`src/rtl/conv_ctrl_pkg.sv`:
```
// conv_ctrl_pkg: shared constants and the sequencer state type for conv_ctrl.
//   DATA_BITS : signed operand width of the Conv datapath.
//   ADDR_BITS : width of feature/output addresses and of the job length.
//   RES_BITS  : full dot-product width; holds 3 * (-2^(DATA_BITS-1))^2 signed.
//   state_e   : sequencer states.
package conv_ctrl_pkg;

  localparam int DATA_BITS = 8;
  localparam int ADDR_BITS = 10;
  localparam int RES_BITS  = 2 * DATA_BITS + 2;

  // Shortest feature vector that yields at least one output.
  localparam logic [ADDR_BITS-1:0] MIN_LEN = 10'd3;

  typedef enum logic [2:0] {
    S_IDLE   = 3'd0,
    S_CLR    = 3'd1,
    S_W_RD   = 3'd2,
    S_W_PUSH = 3'd3,
    S_F_RD   = 3'd4,
    S_F_PUSH = 3'd5,
    S_EMIT   = 3'd6,
    S_DONE   = 3'd7
  } state_e;

endpackage

```
`src/rtl/conv_ctrl_relu_clamp.sv`:
```
// conv_ctrl_relu_clamp: combinational ReLU, negative inputs become zero.
// Exists only when CONV_RELU_EN is defined.
//   din_i  [W-1:0] : signed value in
//   dout_o [W-1:0] : max(din_i, 0)
`ifdef CONV_RELU_EN
module conv_ctrl_relu_clamp #(
  parameter int W = 18
) (
  input  logic signed [W-1:0] din_i,
  output logic signed [W-1:0] dout_o
);

  // Clamp on the sign bit.
  always_comb begin
    if (din_i[W-1]) begin
      dout_o = {W{1'b0}};
    end else begin
      dout_o = din_i;
    end
  end

endmodule
`endif

```
`src/rtl/conv_ctrl.sv`:
```
// conv_ctrl: sequencer in front of a 3-tap Conv datapath. On start it clears
// Conv, streams the three weights and N features from two read-only memories
// (1-cycle read latency) into Conv and writes each of the N-2 valid dot
// products to an output buffer over a valid/ready handshake.
// Optional feature: define CONV_RELU_EN to clamp negative results to zero.
// Ports:
//   clk, rst (async, active-low)
//   start, len            : job request, sampled in IDLE only
//   busy, done            : job status, done is a one-cycle pulse
//   w_rd_en/w_addr/w_rd_data     : weight memory port
//   if_rd_en/if_addr/if_rd_data  : feature memory port
//   conv_clear/conv_w_w/conv_if_w/conv_w_in/conv_if_in/conv_result : Conv
//   out_valid/out_ready/out_addr/out_data : result write port
// All outputs are decoded from the current state; memory data and the Conv
// result pass through combinationally in their states and are zero elsewhere.
module conv_ctrl
  import conv_ctrl_pkg::*;
(
  input  logic                        clk,
  input  logic                        rst,
  input  logic                        start,
  input  logic        [ADDR_BITS-1:0] len,
  output logic                        busy,
  output logic                        done,
  output logic                        w_rd_en,
  output logic        [1:0]           w_addr,
  input  logic signed [DATA_BITS-1:0] w_rd_data,
  output logic                        if_rd_en,
  output logic        [ADDR_BITS-1:0] if_addr,
  input  logic signed [DATA_BITS-1:0] if_rd_data,
  output logic                        conv_clear,
  output logic                        conv_w_w,
  output logic                        conv_if_w,
  output logic signed [DATA_BITS-1:0] conv_w_in,
  output logic signed [DATA_BITS-1:0] conv_if_in,
  input  logic signed [RES_BITS-1:0]  conv_result,
  output logic                        out_valid,
  input  logic                        out_ready,
  output logic        [ADDR_BITS-1:0] out_addr,
  output logic signed [RES_BITS-1:0]  out_data
);

  state_e                 state_q, state_d;
  logic [1:0]             wcnt_q, wcnt_d;
  logic [ADDR_BITS-1:0]   fcnt_q, fcnt_d;
  logic [ADDR_BITS-1:0]   ocnt_q, ocnt_d;
  logic [ADDR_BITS-1:0]   len_q, len_d;
  logic signed [RES_BITS-1:0] result_s;

`ifdef CONV_RELU_EN
  conv_ctrl_relu_clamp #(.W(RES_BITS)) u_relu (
    .din_i  (conv_result),
    .dout_o (result_s)
  );
`else
  assign result_s = conv_result;
`endif

  // State and counter registers; reset aborts any job in flight.
  always_ff @(posedge clk or negedge rst) begin
    if (!rst) begin
      state_q <= S_IDLE;
      wcnt_q  <= 2'd0;
      fcnt_q  <= {ADDR_BITS{1'b0}};
      ocnt_q  <= {ADDR_BITS{1'b0}};
      len_q   <= {ADDR_BITS{1'b0}};
    end else begin
      state_q <= state_d;
      wcnt_q  <= wcnt_d;
      fcnt_q  <= fcnt_d;
      ocnt_q  <= ocnt_d;
      len_q   <= len_d;
    end
  end

  // Next-state, counter updates and Moore output decode.
  always_comb begin
    state_d    = state_q;
    wcnt_d     = wcnt_q;
    fcnt_d     = fcnt_q;
    ocnt_d     = ocnt_q;
    len_d      = len_q;
    busy       = 1'b0;
    done       = 1'b0;
    w_rd_en    = 1'b0;
    w_addr     = 2'd0;
    if_rd_en   = 1'b0;
    if_addr    = {ADDR_BITS{1'b0}};
    conv_clear = 1'b0;
    conv_w_w   = 1'b0;
    conv_if_w  = 1'b0;
    conv_w_in  = {DATA_BITS{1'b0}};
    conv_if_in = {DATA_BITS{1'b0}};
    out_valid  = 1'b0;
    out_addr   = {ADDR_BITS{1'b0}};
    out_data   = {RES_BITS{1'b0}};

    case (state_q)
      S_IDLE: begin
        if (start) begin
          // Short vectors produce no outputs: report done without touching memory.
          if (len >= MIN_LEN) begin
            len_d   = len;
            state_d = S_CLR;
          end else begin
            state_d = S_DONE;
          end
        end else begin
          state_d = S_IDLE;
        end
      end
      S_CLR: begin
        busy       = 1'b1;
        conv_clear = 1'b1;
        wcnt_d     = 2'd0;
        fcnt_d     = {ADDR_BITS{1'b0}};
        ocnt_d     = {ADDR_BITS{1'b0}};
        state_d    = S_W_RD;
      end
      S_W_RD: begin
        busy    = 1'b1;
        w_rd_en = 1'b1;
        w_addr  = wcnt_q;
        state_d = S_W_PUSH;
      end
      S_W_PUSH: begin
        busy      = 1'b1;
        conv_w_w  = 1'b1;
        conv_w_in = w_rd_data;
        wcnt_d    = wcnt_q + 2'd1;
        if (wcnt_q == 2'd2) begin
          state_d = S_F_RD;
        end else begin
          state_d = S_W_RD;
        end
      end
      S_F_RD: begin
        busy     = 1'b1;
        if_rd_en = 1'b1;
        if_addr  = fcnt_q;
        state_d  = S_F_PUSH;
      end
      S_F_PUSH: begin
        busy       = 1'b1;
        conv_if_w  = 1'b1;
        conv_if_in = if_rd_data;
        fcnt_d     = fcnt_q + 10'd1;
        // The first two features only prime the shift register.
        if (fcnt_q < 10'd2) begin
          state_d = S_F_RD;
        end else begin
          state_d = S_EMIT;
        end
      end
      S_EMIT: begin
        busy      = 1'b1;
        out_valid = 1'b1;
        out_addr  = ocnt_q;
        out_data  = result_s;
        if (out_ready) begin
          ocnt_d = ocnt_q + 10'd1;
          if (fcnt_q == len_q) begin
            state_d = S_DONE;
          end else begin
            state_d = S_F_RD;
          end
        end else begin
          state_d = S_EMIT;
        end
      end
      S_DONE: begin
        busy    = 1'b1;
        done    = 1'b1;
        state_d = S_IDLE;
      end
      default: begin
        state_d = S_IDLE;
      end
    endcase
  end

endmodule

```
`config.mk`:
```
export PLATFORM = sky130hd
export DESIGN_NAME = conv_ctrl
export DESIGN_NICKNAME = d
export VERILOG_FILES = /design/src/rtl/conv_ctrl_pkg.sv /design/src/rtl/conv_ctrl_relu_clamp.sv /design/src/rtl/conv_ctrl.sv
export SDC_FILE = /design/constraint.sdc
export NUM_CORES = 1
export LEC_CHECK = 0
export CELL_PAD_IN_SITES_DETAIL_PLACEMENT = 0
export CELL_PAD_IN_SITES_GLOBAL_PLACEMENT = 2
export CORE_MARGIN = 8
export CORE_UTILIZATION = 22
export DETAILED_ROUTE_END_ITERATION = 6
export PLACE_DENSITY = 0.84
export SLEW_MARGIN = 20
export SYNTH_ARGS = -nofsm -noshare
export SYNTH_HDL_FRONTEND = slang
export SYNTH_SLANG_ARGS = --single-unit
```
`constraint.sdc`:
```
create_clock -name clk -period 2.6 [get_ports clk]
set_clock_uncertainty 0.15 [all_clocks]
set_input_delay 0.78 -clock clk [delete_from_list [all_inputs] [get_ports clk]]
set_output_delay 0.78 -clock clk [all_outputs]
set_load 0.01 [all_outputs]
```
==> flow_summary.yaml <==
placed_design:
  gp_congestion: 0.805
  dp_hpwl_mm: 5.94
  io_buffers: 111
routing:
  dr_wl_met3_um: 614
  dr_total_vias: 2371
  final_antenna_net_count: 0
  drtIter0Drc: 72
  top_layer: "met4"
  wl_met2_mm: 3.54
  drt-total-wl_mm: 7.97
  wl_met1_mm: 3.72
  drc: 0
  wl_per_cell_um: 14.9
  viasPerCell: 4.42
  dr.pass1.iters: 4
cells_and_area:
  utilization_pct: 38.5
  final_common_cell: "clkdlybuf4s50_1"
  multiInputGateArea_mm2: 0.00137
  seq_area_um2: 878
  final_cell_mix: "47 x clkdlybuf4s50_1, 37 x buf_4, 33 x dfrtp_1, 23 x and2_1, 23 x buf_6"
  fill_cells: 1060
  nets: 450
  area_growth_pct: 72.4
  drive_above_1_share_pct: 32.0
  diodes: 0
pwr:
  netSwitchingFraction_pct: 38.7
  peakVddDrop_mv: 0.325
  power.leakage_uw: 0.00192
  net-switching-power_uw: 1100
  p_per_area_mw_per_mm2: 726
  pwr-share-seq_pct: 29.6
  power_uw: 2850
  clock_power_share_pct: 14.7
  p_int_uw: 1740
  pwr-share-comb_pct: 55.8
floorplanning:
  die_h_um: 118
  ios: 112
  start_util_pct: 22.3
  die_area_mm2: 0.0138
  die_x_um: 118
  core_area_mm2: 0.0102
  fp-row-count: 37
setup_path:
  critPathLaunchType: "register"
  r2r_slack_ns: 0.45
  critPathRequiredTime_ns: 1.67
  crit_fanout: 9
  cp_common_cell: "buf_4"
  cp_slowest_cell: "dfrtp_2"
  path_buf_inv: 3
  crit_path_end_kind: "primary output"
  arrival_ns: 1.64
  r2r_cells: 6
  r2r-end: "len_q[1]$_DFFE_PN0P_"
  cp_top_family: "buffers and inverters"
  worstSetupPathType: "reg -> out"
  critical_path.max_stage_delay_ns: 0.45
  rr_startpoint: "state_q[0]$_DFF_PN0_"
  crit_path_cell_trace: "buf_4 -> nor2b_1 -> buf_4 -> and3_1 -> dlygate4sd2_1"
clock_tree:
  cts_num_sinks: 35
  cts_tree: "yes"
  cts-root-buf: "clkbuf_8"
  cts_htree_levels: 2
  cts_buffer_depth: 2
  worst_skew_pair.late_latency_ns: 0.30
  cts.reportedPaths.clkPinSlew_ns: 0.08
  numCtsBuffers: 5
global_route:
  gr-total-overflow: 0
  grt_max_degree: 36
  gr-usage-all-layers_pct: 10.9
  grt_pass1_vias: 2406
  grt_pass1_wl_mm: 12.6
  antenna_found_initial: 0
run:
  max_cap_viol_count: 0
synth:
  yosys_warnings: 0
  ys_seq_elements: 35
  synth_async_sr_flop_share_pct: 100
  yosysTopAreaCellShare_pct: 38.5
  synthTopCellsByArea: "dfrtp_1 39%, and2_1 10%, and3_1 5.8%, xor2_1 5.0%, mux2_2 5.0%"
  syn-cell-area_mm2: 0.00227
  syn_inst: 252
  synth-edff-count: 0
  avgSynthCellArea_um2: 9.03
  seq_area_frac_synth_pct: 38.5
  yosysTopAreaCell: "dfrtp_1"
  synth_cell_types: 35
  syn_nets: 303
  ys.flop_type: "dfrtp_1"
status:
  status: "completed"
sta:
  max_freq_mhz: 389
  tightest_slew_ns: 0.472
  fin_crit_sh_pct: 99.0
  relSlewSlack_pct: 68.5
  hold-worst-slack_ns: 0.363
  setup_viol: 0
  hold_viol: 0
  finalCriticalPeriod_ns: 2.57
  final-max-slew-violation-count: 0
  rsz0062_at_grt: "yes"
min_path:
  hp-class: "reg -> reg"
  hp-start: "wcnt_q[0]$_DFFE_PN0P_"
  min_to: "wcnt_q[0]$_DFFE_PN0P_"
  holdPathStages: 1
[timing repair]
item	4_1_cts	5_1_grt
gates cloned	2	3
buffers inserted	8	5
setup endpoints to repair	64	64
hold buffers	0	0
gates resized for setup	140	91
hold endpoints to repair	0	0
pin swaps	1	10
[cells in the mapped netlist (all sizes together) (2+ instances only)]
cell,n
a221oi,2
o21ai,8
nor3b,3
a21oi,3
mux2,10
nand3,10
clkbuf,9
nor3,9
nand4,5
a22o,2
nand2,18
and3,21
dfrtp,35
xor2,13
nor2,19
inv,8
a2111oi,2
xnor2,9
and2,37
nor2b,2
ha,3
nor4,5
buf,8
[power by group through the flow]
stage	clock (uW)	sequential [uW]	combinational (uW)
global route	454	861	1730
global placement	0	844	1350
CTS	432	837	1450
floorplan	0	799	742
detailed placement	0	854	1380
finish	418	841	1590
[metal layers]
metal  global-route usage [%]  vias to the layer above
li1                         -                     1155
met5                        0                        -
met4                     3.36                        0
met1                     13.7                     1106
met3                     3.93                        5
met2                     17.2                      105
[metrics by stage]
| step | setup TNS (ns) | instance area (um^2) | worst slack [ns] | std cells |
|---|---|---|---|---|
| after detailed placement | -9.69 | 3690 | -0.274 | 510 |
| after global placement | -9.32 | 3690 | -0.255 | 510 |
| after CTS | -0.237 | 3850 | -0.0259 | 528 |
| after floorplan | 0 | 2270 | 0.273 | 252 |
| final | 0 | 3920 | 0.0268 | 536 |
| after global routing | -0.537 | 3920 | -0.0517 | 536 |
[worst max path at each step]
stage / from / to / slack (ns) / cells past startpoint
6_report: state_q[0]$_DFF_PN0_ / conv_if_in[7] / 0.03 / 5
5_1_grt: state_q[0]$_DFF_PN0_ / conv_if_in[7] / -0.05 / 5
4_1_cts: state_q[0]$_DFF_PN0_ / out_data[12] / -0.03 / 6
3_5_place_dp: if_rd_data[0] / conv_if_in[0] / -0.27 / 3
3_3_place_gp: if_rd_data[0] / conv_if_in[0] / -0.26 / 3
2_1_floorplan: state_q[0]$_DFF_PN0_ / out_data[10] / 0.27 / 5
[kinds of logic after synthesis]
kind of cell	synth area share (%)
AOI/OAI and AO/OA	7.10
xor gates and xnor gates	8.47
DFF	38.5
muxes	5.39
and+or+nand+nor	34.2
adders and majority gates	1.65
buffers and inverters	4.68
[state kept, by name (all words and copies together) (netlist names)]
signal,flops
fcnt_q,10
wcnt_q,2
state_q,3
len_q,10
ocnt_q,10
[worst reg2reg max path, stage by stage, from the launching register on]
cell     delay, ns
dfrtp_2       0.45
buf_4         0.18
nor2_2        0.10
buf_4         0.16
and3_1        0.19
nor2b_2       0.43
mux2_2        0.39
[area by class of cell]
cell class	count	area share (%)
Tap cell	136	4.34
Inverter	8	0.766
Timing Repair Buffer	156	35.0
Clock buffer	5	1.75
Sequential cell	35	22.4
Clock inverter	3	0.606
Timing Repair inverter	1	0.191
Multi-Input combinational cell	192	34.9
(Power assumes the default switching activity.)
